===== src/rtl/instr_feeder_pkg.sv =====
// feeder_pkg: shared definitions for the instruction feeder.
//   - feeder_state_e : issue sequencer states (HALTED is only reachable when
//                      FEEDER_SYSTEM_HALT_EN is defined)
//   - NOP_INSTR      : default bubble word, addi x0,x0,0
//   - OPC_*          : RV32I major opcodes used by the multi-cycle core
//   - is_system()    : true when a word carries the SYSTEM opcode
package feeder_pkg;

  typedef enum logic [1:0] {
    FETCH       = 2'd0,
    EXEC_REAL   = 2'd1,
    EXEC_BUBBLE = 2'd2,
    HALTED      = 2'd3
  } feeder_state_e;

  localparam logic [31:0] NOP_INSTR = 32'h0000_0013;

  localparam logic [6:0] OPC_LUI      = 7'b0110111;
  localparam logic [6:0] OPC_AUIPC    = 7'b0010111;
  localparam logic [6:0] OPC_JAL      = 7'b1101111;
  localparam logic [6:0] OPC_JALR     = 7'b1100111;
  localparam logic [6:0] OPC_BRANCH   = 7'b1100011;
  localparam logic [6:0] OPC_LOAD     = 7'b0000011;
  localparam logic [6:0] OPC_STORE    = 7'b0100011;
  localparam logic [6:0] OPC_OP_IMM   = 7'b0010011;
  localparam logic [6:0] OPC_OP       = 7'b0110011;
  localparam logic [6:0] OPC_MISC_MEM = 7'b0001111;
  localparam logic [6:0] OPC_SYSTEM   = 7'b1110011;

  function automatic logic is_system(input logic [31:0] instr);
    return instr[6:0] == OPC_SYSTEM;
  endfunction

endpackage


===== src/rtl/instr_feeder_sync_fifo.sv =====
// sync_fifo: circular-buffer FIFO with zero-latency show-ahead head.
// Ports:
//   clk, reset (async, active-low)
//   push, push_data  : enqueue request; dropped when full unless popping
//   pop              : dequeue request; ignored when empty
//   head             : word at the read pointer, valid whenever !empty
//   full, empty, count, overflow (sticky, set by a dropped push)
// Storage has no reset; clearing the pointers discards the contents.
module sync_fifo #(
  parameter int DEPTH = 16,
  parameter int WIDTH = 32
) (
  input  logic                         clk,
  input  logic                         reset,
  input  logic                         push,
  input  logic [WIDTH-1:0]             push_data,
  input  logic                         pop,
  output logic [WIDTH-1:0]             head,
  output logic                         full,
  output logic                         empty,
  output logic [$clog2(DEPTH+1)-1:0]   count,
  output logic                         overflow
);

  localparam int AW = $clog2(DEPTH);
  localparam int CW = $clog2(DEPTH + 1);
  localparam logic [CW-1:0] FULL_CNT = CW'(DEPTH);

  logic [WIDTH-1:0] mem [DEPTH];
  logic [AW-1:0]    rd_ptr_reg;
  logic [AW-1:0]    wr_ptr_reg;
  logic [CW-1:0]    count_reg;
  logic             overflow_reg;
  logic             do_pop;
  logic             do_push;

  // A pop frees a slot in the same cycle, so a push at full is still
  // accepted when it coincides with a pop.
  assign do_pop  = pop && (count_reg != '0);
  assign do_push = push && ((count_reg != FULL_CNT) || do_pop);

  always_ff @(posedge clk or negedge reset) begin
    if (!reset) begin
      rd_ptr_reg   <= '0;
      wr_ptr_reg   <= '0;
      count_reg    <= '0;
      overflow_reg <= 1'b0;
    end else begin
      if (do_pop)
        rd_ptr_reg <= rd_ptr_reg + AW'(1);
      if (do_push)
        wr_ptr_reg <= wr_ptr_reg + AW'(1);
      case ({do_push, do_pop})
        2'b10:   count_reg <= count_reg + CW'(1);
        2'b01:   count_reg <= count_reg - CW'(1);
        default: count_reg <= count_reg;
      endcase
      if (push && !do_push)
        overflow_reg <= 1'b1;
    end
  end

  always_ff @(posedge clk) begin
    if (do_push)
      mem[wr_ptr_reg] <= push_data;
  end

  assign head     = mem[rd_ptr_reg];
  assign full     = (count_reg == FULL_CNT);
  assign empty    = (count_reg == '0);
  assign count    = count_reg;
  assign overflow = overflow_reg;

endmodule


===== src/rtl/instr_feeder.sv =====
// instr_feeder: instruction queue and issue sequencer in front of the
// multi-cycle core.
// Ports:
//   clk, reset (async, active-low; the core is reset from the same source)
//   wr_en, wr_data  : push an instruction word into the queue
//   run             : issue enable; when low only bubbles are issued
//   core_done       : core finished the current instruction
//   command         : word presented to the core (sampled when fetch_slot)
//   fetch_slot      : the core samples command at the end of this cycle
//   full, empty, count, overflow : queue status
//   retired_count   : real instructions completed (wraps)
//   busy            : a real instruction is executing
//   halted          : only with FEEDER_SYSTEM_HALT_EN; a SYSTEM word stopped
//                     issue until run is cycled low then high
module instr_feeder
  import feeder_pkg::*;
#(
  parameter int          DEPTH    = 16,
  parameter logic [31:0] NOP_WORD = NOP_INSTR,
  parameter int          CNT_W    = 32
) (
  input  logic                        clk,
  input  logic                        reset,
  input  logic                        wr_en,
  input  logic [31:0]                 wr_data,
  input  logic                        run,
  input  logic                        core_done,
  output logic [31:0]                 command,
  output logic                        fetch_slot,
  output logic                        full,
  output logic                        empty,
  output logic [$clog2(DEPTH+1)-1:0]  count,
  output logic                        overflow,
  output logic [CNT_W-1:0]            retired_count,
  output logic                        busy
`ifdef FEEDER_SYSTEM_HALT_EN
  ,
  output logic                        halted
`endif
);

  feeder_state_e    state_reg;
  logic             fetch_slot_reg;
  logic             busy_reg;
  logic [CNT_W-1:0] retired_reg;
  logic [31:0]      fifo_head;
  logic             fifo_empty;
  logic             at_fetch;
  logic             head_valid;
  logic             pop;
  logic             issue;

  sync_fifo #(
    .DEPTH (DEPTH),
    .WIDTH (32)
  ) u_fifo (
    .clk       (clk),
    .reset     (reset),
    .push      (wr_en),
    .push_data (wr_data),
    .pop       (pop),
    .head      (fifo_head),
    .full      (full),
    .empty     (fifo_empty),
    .count     (count),
    .overflow  (overflow)
  );

  assign at_fetch   = (state_reg == FETCH);
  assign head_valid = run && !fifo_empty;
  assign pop        = at_fetch && head_valid;

`ifdef FEEDER_SYSTEM_HALT_EN
  logic halted_reg;
  logic armed_reg;    // run seen low while halted
  logic release_reg;  // run seen high after armed
  logic halt_take;

  // A SYSTEM word at the head is consumed but never shown to the core.
  assign halt_take = pop && is_system(fifo_head);
  assign issue     = pop && !halt_take;
  assign halted    = halted_reg;
`else
  assign issue = pop;
`endif

  // Outside an issuing fetch cycle the core ignores command; hold the bubble.
  assign command = issue ? fifo_head : NOP_WORD;

  always_ff @(posedge clk or negedge reset) begin
    if (!reset) begin
      state_reg      <= FETCH;
      fetch_slot_reg <= 1'b1;
      busy_reg       <= 1'b0;
      retired_reg    <= '0;
`ifdef FEEDER_SYSTEM_HALT_EN
      halted_reg     <= 1'b0;
      armed_reg      <= 1'b0;
      release_reg    <= 1'b0;
`endif
    end else begin
      case (state_reg)
        FETCH: begin
          // core_done cannot legally occur here and is ignored.
          fetch_slot_reg <= 1'b0;
`ifdef FEEDER_SYSTEM_HALT_EN
          if (halt_take) begin
            state_reg   <= HALTED;
            halted_reg  <= 1'b1;
            armed_reg   <= 1'b0;
            release_reg <= 1'b0;
          end else
`endif
          if (issue) begin
            state_reg <= EXEC_REAL;
            busy_reg  <= 1'b1;
          end else begin
            state_reg <= EXEC_BUBBLE;
          end
        end
        EXEC_REAL, EXEC_BUBBLE: begin
          if (core_done) begin
            if (state_reg == EXEC_REAL)
              retired_reg <= retired_reg + CNT_W'(1);
            state_reg      <= FETCH;
            fetch_slot_reg <= 1'b1;
            busy_reg       <= 1'b0;
          end
        end
`ifdef FEEDER_SYSTEM_HALT_EN
        HALTED: begin
          // The core keeps executing bubbles, so fetch slots are still
          // tracked here; fetch_slot_reg marks a halted fetch slot.
          if (!run)
            armed_reg <= 1'b1;
          if (armed_reg && run)
            release_reg <= 1'b1;
          if (core_done && !fetch_slot_reg) begin
            fetch_slot_reg <= 1'b1;
            if (release_reg || (armed_reg && run)) begin
              state_reg   <= FETCH;
              halted_reg  <= 1'b0;
              armed_reg   <= 1'b0;
              release_reg <= 1'b0;
            end
          end else begin
            fetch_slot_reg <= 1'b0;
          end
        end
`endif
        default: begin
          state_reg      <= FETCH;
          fetch_slot_reg <= 1'b1;
          busy_reg       <= 1'b0;
        end
      endcase
    end
  end

  assign fetch_slot    = fetch_slot_reg;
  assign busy          = busy_reg;
  assign retired_count = retired_reg;
  assign empty         = fifo_empty;

`ifndef SYNTHESIS
  // The core cannot finish an instruction in the cycle it fetches it.
  a_no_done_in_fetch: assert property (
    @(posedge clk) disable iff (!reset) fetch_slot_reg |-> !core_done
  );
`endif

endmodule


===== config.mk =====
export PLATFORM = sky130hd
export DESIGN_NAME = instr_feeder
export DESIGN_NICKNAME = d
export VERILOG_FILES = /design/src/rtl/instr_feeder_pkg.sv /design/src/rtl/instr_feeder_sync_fifo.sv /design/src/rtl/instr_feeder.sv
export SDC_FILE = /design/constraint.sdc
export NUM_CORES = 1
export LEC_CHECK = 0
export CAP_MARGIN = 20
export CORE_UTILIZATION = 55
export DETAILED_ROUTE_END_ITERATION = 10
export DONT_BUFFER_PORTS = 1
export GPL_TIMING_DRIVEN = 0
export PLACE_DENSITY = 0.68
export SYNTH_ARGS = -nofsm -noshare
export SYNTH_HDL_FRONTEND = slang
export SYNTH_HIERARCHICAL = 1
export SYNTH_SLANG_ARGS = --single-unit

===== constraint.sdc =====
create_clock -name clk -period 14.8 [get_ports clk]
set_clock_uncertainty 0.2 [all_clocks]
set_input_delay 2.96 -clock clk [delete_from_list [all_inputs] [get_ports clk]]
set_output_delay 2.96 -clock clk [all_outputs]
set_load 0.01 [all_outputs]

; ---- Word-level counts from Yosys, hierarchy flattened
; Memories as Yosys holds them, arrays and structs flattened.
; Index checks and enable logic that the tools add are counted.
[op_classes]
add_sub_neg = 5
n_reduce_logical = 15
muxes = 12
n_eq_ne = 8
[ops]
columns = op, n
row1 = 32-bit by 1-bit adder with 32-bit output (second input constant), 1
row2 = 32-bit two-way mux, 1
row3 = 5-bit one-hot mux with 2 select lines, 1
row4 = 4-bit by 1-bit adder with 4-bit output (second input constant), 2
row5 = 5-bit by 1-bit adder with 5-bit output (second input constant), 1
row6 = 5-bit == test (second input constant), 1
row7 = 1-bit logical AND, 5
row8 = 5-bit zero test, 1
row9 = 1-bit two-way mux, 5
row10 = 5-bit != test (second input constant), 1
row11 = 5-bit nonzero test, 1
row12 = 5-bit by 1-bit subtractor with 5-bit output (second input constant), 1
row13 = 2-bit by 1-bit == test with 1-bit output (second input constant), 2
row14 = 2-bit == test (second input constant), 2
row15 = 2-bit two-way mux, 2
row16 = 1-bit one-hot mux with 2 select lines, 2
row17 = 2-bit one-hot mux with 2 select lines, 1
row18 = 3-bit AND reduction, 1
row19 = 1-bit zero test, 2
row20 = 2-bit zero test, 1
row21 = 2-bit by 1-bit != test with 1-bit output (second input constant), 1
row22 = 2-bit != test (second input constant), 1
row23 = 2-bit AND reduction, 1
row24 = 2-bit nonzero test, 1
row25 = other kinds (2), 2
[word_totals]
memories = 1
word_cells = 49
register_bits = 50
ram_bits = 512
[memory_table]
columns = name, words, word_bits, read_ports, rd_clocked_by_memory_dff, write_ports, line_no
row1 = u_fifo.mem, 16, 32, 1, 0, 1, instr_feeder_sync_fifo.sv:29  ; logic [WIDTH-1:0] mem [DEPTH];

; ---- Logic depth before layout (Yosys ltp)
[logic_depth]
depth_word = 9
depth_mapped = 13
ltp_nobuf = 11

; ---- By module
; The synthesis kept the hierarchy.
[modules_own_cells]
columns = mod, area_each_um2, n_inst, cells_each
row1 = sync_fifo, 20279.4, 1, 831
row2 = instr_feeder, 1903.1, 1, 182

; ---- Worst setup path after synthesis
; OpenSTA, ideal clock, no wires.
[synth_timing]
kind = input -> register
from = in run
to = mem u_fifo.mem[0][0] (enable)
arrival_ps = 6782
required_ps = 14099
slack_ps = 7316
cell_stages = 5
setup_time_ps = 501
path_cell_list = nor2b_1 -> and2_1 -> nand2b_1 -> o21ai_2 -> nor4_1
[synth_via]
elab_chain_len = 7
[synth_lines]
columns = element, line_no
row1 = start: declaration, instr_feeder.sv:26  ; input logic run,
row2 = 1-bit logical AND, instr_feeder.sv:70  ; assign head_valid = run && !fifo_empty;
row3 = 1-bit logical AND, instr_feeder.sv:71  ; assign pop = at_fetch && head_valid;
row4 = net issue, instr_feeder.sv:51  ; logic issue;
row5 = 1-bit logical AND, instr_feeder_sync_fifo.sv:39  ; assign do_pop = pop && (count_reg != '0);
row6 = 1-bit logical OR, instr_feeder_sync_fifo.sv:40  ; assign do_push = push && ((count_reg != FULL_CNT) || do_pop);
row7 = 1-bit logical AND, instr_feeder_sync_fifo.sv:40
row8 = 1-bit two-way mux, instr_feeder_sync_fifo.sv:64  ; if (do_push)
row9 = 1-bit two-way mux (not written as such), instr_feeder_sync_fifo.sv:65  ; mem[wr_ptr_reg] <= push_data;
row10 = end: declaration, instr_feeder_sync_fifo.sv:29
; The timed path passes the listed nets, and every way through them passes these cells.

; ---- Final worst setup path
[layout_timing]
from = in run
to = out command[11]
[layout_via]
elab_chain_len = 3
[layout_lines]
columns = element, line_no
row1 = 1-bit logical AND, instr_feeder.sv:70
row2 = 1-bit logical AND, instr_feeder.sv:71
row3 = 32-bit two-way mux, instr_feeder.sv:88  ; assign command = issue ? fifo_head : NOP_WORD;
row4 = end: declaration, instr_feeder.sv:28  ; output logic [31:0] command,
; No other way between the ends.

==> metrics.txt <==
Hold EP fetch_slot; drt drc 0; CTS buffer count 56; Worst R2R Start u_fifo/count[1]; Die ar. 0.0411 mm2; gr ovfl total 0; worst slack, placed 7.13 ns; first-pass GRT wire length roughly 70 mm; share of synthesized flip-flops with an asynchronous set or reset a little under 9%; layout cell share with drive strength beyond 1 approximately 28%; final WL approximately 48 mm; busiest layer in global routing met2; Sink Count around 560; setup tns final 0 ns; worst hold start fetch_slot; Post-Synthesis Net Count 1062; Leak slightly above 8 nW; initial DRC count between 1000 and 1500; post-CTS setup repair buffer count 0; critical path data required time 11.64 ns; power per cell area approximately 190 mW/mm2; core area a little under 0.04 mm2; Fmax approximately 130 MHz; routed vias between 10000 and 15000; Worst Setup SP run; crit path DAT 4.53 ns; Hold Fails Final Rpt 0; Starting Density a little under three fifths; critical-path maximum fanout 10; post-route cell area ~0.025 mm2; CP peak stage delay between 0.7 and 0.8 ns; worst slew pin tran between 1 and 1.5 ns; DIE WIDTH a little over 200 um; CTS Hold Buffers Added 0; flops & latches, synth between 500 and 600; nets approximately 1200; Initial DRT Pass Iterations 5; routed len/inst 29.0 um; Yosys top cell area share 69.3%; Max Cap Viol 0; placed wire-length estimate 30.4 mm; grt met3 use 5.59%; Worst setup EP type output pin; # setup viols final 0; Routed Antenna Nets 0; Yosys cell types just under 60; WP buf/inv 1; cells on worst reg2reg path 13; syn_area_per_cell 21.9 um2; Final min period just under 8 ns; Final Max Slew Viols 0; Ys Warns 6; post-CTS sizing 0; hold_ws roughly 0.32 ns; CP Launch Type input port; status finished, final reports clean; post-layout util between 60% and 70%; clk buf depth 3; CP max-delay cell clkbuf_1; Gate Count Post-Synth between 1000 and 1500; io pins between 100 and 150; clock network latency to the later pin of the worst-skew pair between 0.5 and 0.6 ns; Mapped Area 0.0222 mm2; die height approximately 200 um; DR vias/cell roughly 6.3; vias in the first global route between 10000 and 15000; Worst R2R End u_fifo/count[4]; synthesis-to-layout area growth 13.5%; largest net degree at the start of global routing 51; routability congestion estimate about 0.80; num rows 73; area leader, netlist edfxtp_1; unrepaired setup endpoints after global routing no; initial antenna violation count 2; H-Tree Depth 2; Reg clk slew, reported paths roughly 0.060 ns; post-synthesis sequential area ratio 75.0%; Tot GR Track Use 24.2%; Top Family by Delay on Critical Path simple AND/OR/NAND/NOR gates; I/O Buffers 0; met2 usage between 30% and 40%; Synth Flop Type edfxtp_1; TritonCTS clock tree yes; grt met1 use between 30% and 40%; hold crit path type flop to flop; Worst Hold Path Cells 2; final setup margin 7.11 ns; crit-path cells nor2b_1, clkbuf_1, and3_1; flop-to-flop setup slack about 10 ns; slew margin rel. roughly a third; critical path class input port to output pin; final worst-path cycle share between 50% and 60%; largest cells by area after synthesis edfxtp_1, mux4_2, dfrtp_1, xnor2_1, and3_1; diode count 0; clock root cell clkbuf_16; Post-synth EDFFs about 510; max reg flops around 510; VDD IR max ~120 uV; Placed Instance Area between 0.02 and 0.025 mm2
==> final cells by class <==
| type | count | area, um2 |
|---|---|---|
| Sequential cell | 562 | 16600 |
| Fill cell | 2613 | 14600 |
| Multi-Input combinational cell | 389 | 5300 |
| Clock buffer | 67 | 1460 |
| Tap cell | 525 | 657 |
| Timing Repair Buffer | 36 | 465 |
| Clock inverter | 32 | 338 |
| Buffer | 51 | 280 |
| Inverter | 11 | 41.3 |
==> layout by cell type (no fill, tap or decap), types with 5 or more instances in the layout <==
cell       count
and3_1        35
bufinv_16      7
nor2_1        14
buf_6         11
buf_12         8
dfrtp_1       49
and2_2         8
nor2b_1        6
clkinv_1      13
nand3_1       13
nand2b_1       6
xor2_1         9
edfxtp_1     512
mux4_2       160
buf_1          8
nor4_2         5
clkinv_2       6
a21oi_1        6
xnor2_1       30
clkbuf_1      37
nor2_4         5
ha_1          11
nand2_1       20
clkbuf_16     57
buf_4         22
nand4_1       10
inv_1         11
==> where the power goes <==
part           switching, mW  total, mW  internal (mW)
registers             0.0674       1.97           1.91
logic                  0.706       1.36          0.652
clock network          0.576       1.40          0.822
total                   1.35       4.73           3.38
==> worst min-delay path, stage by stage, from the launching register on <==
cell	delay, ns
dfstp_2	0.39
nand2_1	0.05
o21ai_0	0.07
==> worst max-delay path by stage <==
stage	end	depth (start not counted)	slack, ns
5_1_grt	command[11]	3	7.03
6_report	command[11]	3	7.11
3_3_place_gp	u_fifo/mem[2][16]	5	3.02
2_1_floorplan	u_fifo/mem[0][0]	5	7.32
4_1_cts	command[11]	3	7.11
3_5_place_dp	command[11]	3	7.13
==> synthesized netlist by cell type, types with 8 or more instances <==
library cell / n
nand2_1: 20
xor2_1: 9
buf_1: 8
and3_1: 35
nor2_1: 18
nand3_1: 13
dfrtp_1: 49
inv_1: 11
edfxtp_1: 512
mux4_2: 160
buf_6: 11
nand4_1: 10
clkbuf_1: 27
and2_1: 11
xnor2_1: 30
ha_1: 11
==> kinds of logic (layout without fill, tap and decap cells) <==
kind of cell	count (synthesis)	count (layout)	synth area share, %
flops	562	562	75.0
mux	166	166	16.5
simple gates	143	143	3.88
buf+inv	62	197	1.45
xor+xnor	39	39	1.54
compound gates	29	29	0.925
fa+ha+maj	12	12	0.711
==> layer usage <==
metal,routed length [um],part of all wire [%]
met5,0,0
met4,775,1.6
met3,3820,7.9
met2,24500,51
met1,19400,40
==> through the flow <==
step / std cells / total power, mW
after floorplan: 1013 / 2.96
after global placement: 1538 / 3.31
after detailed placement: 1572 / 3.37
after CTS: 1671 / 4.77
after global routing: 1673 / 4.91
final: 1673 / 4.73
(Power assumes the default switching activity.)
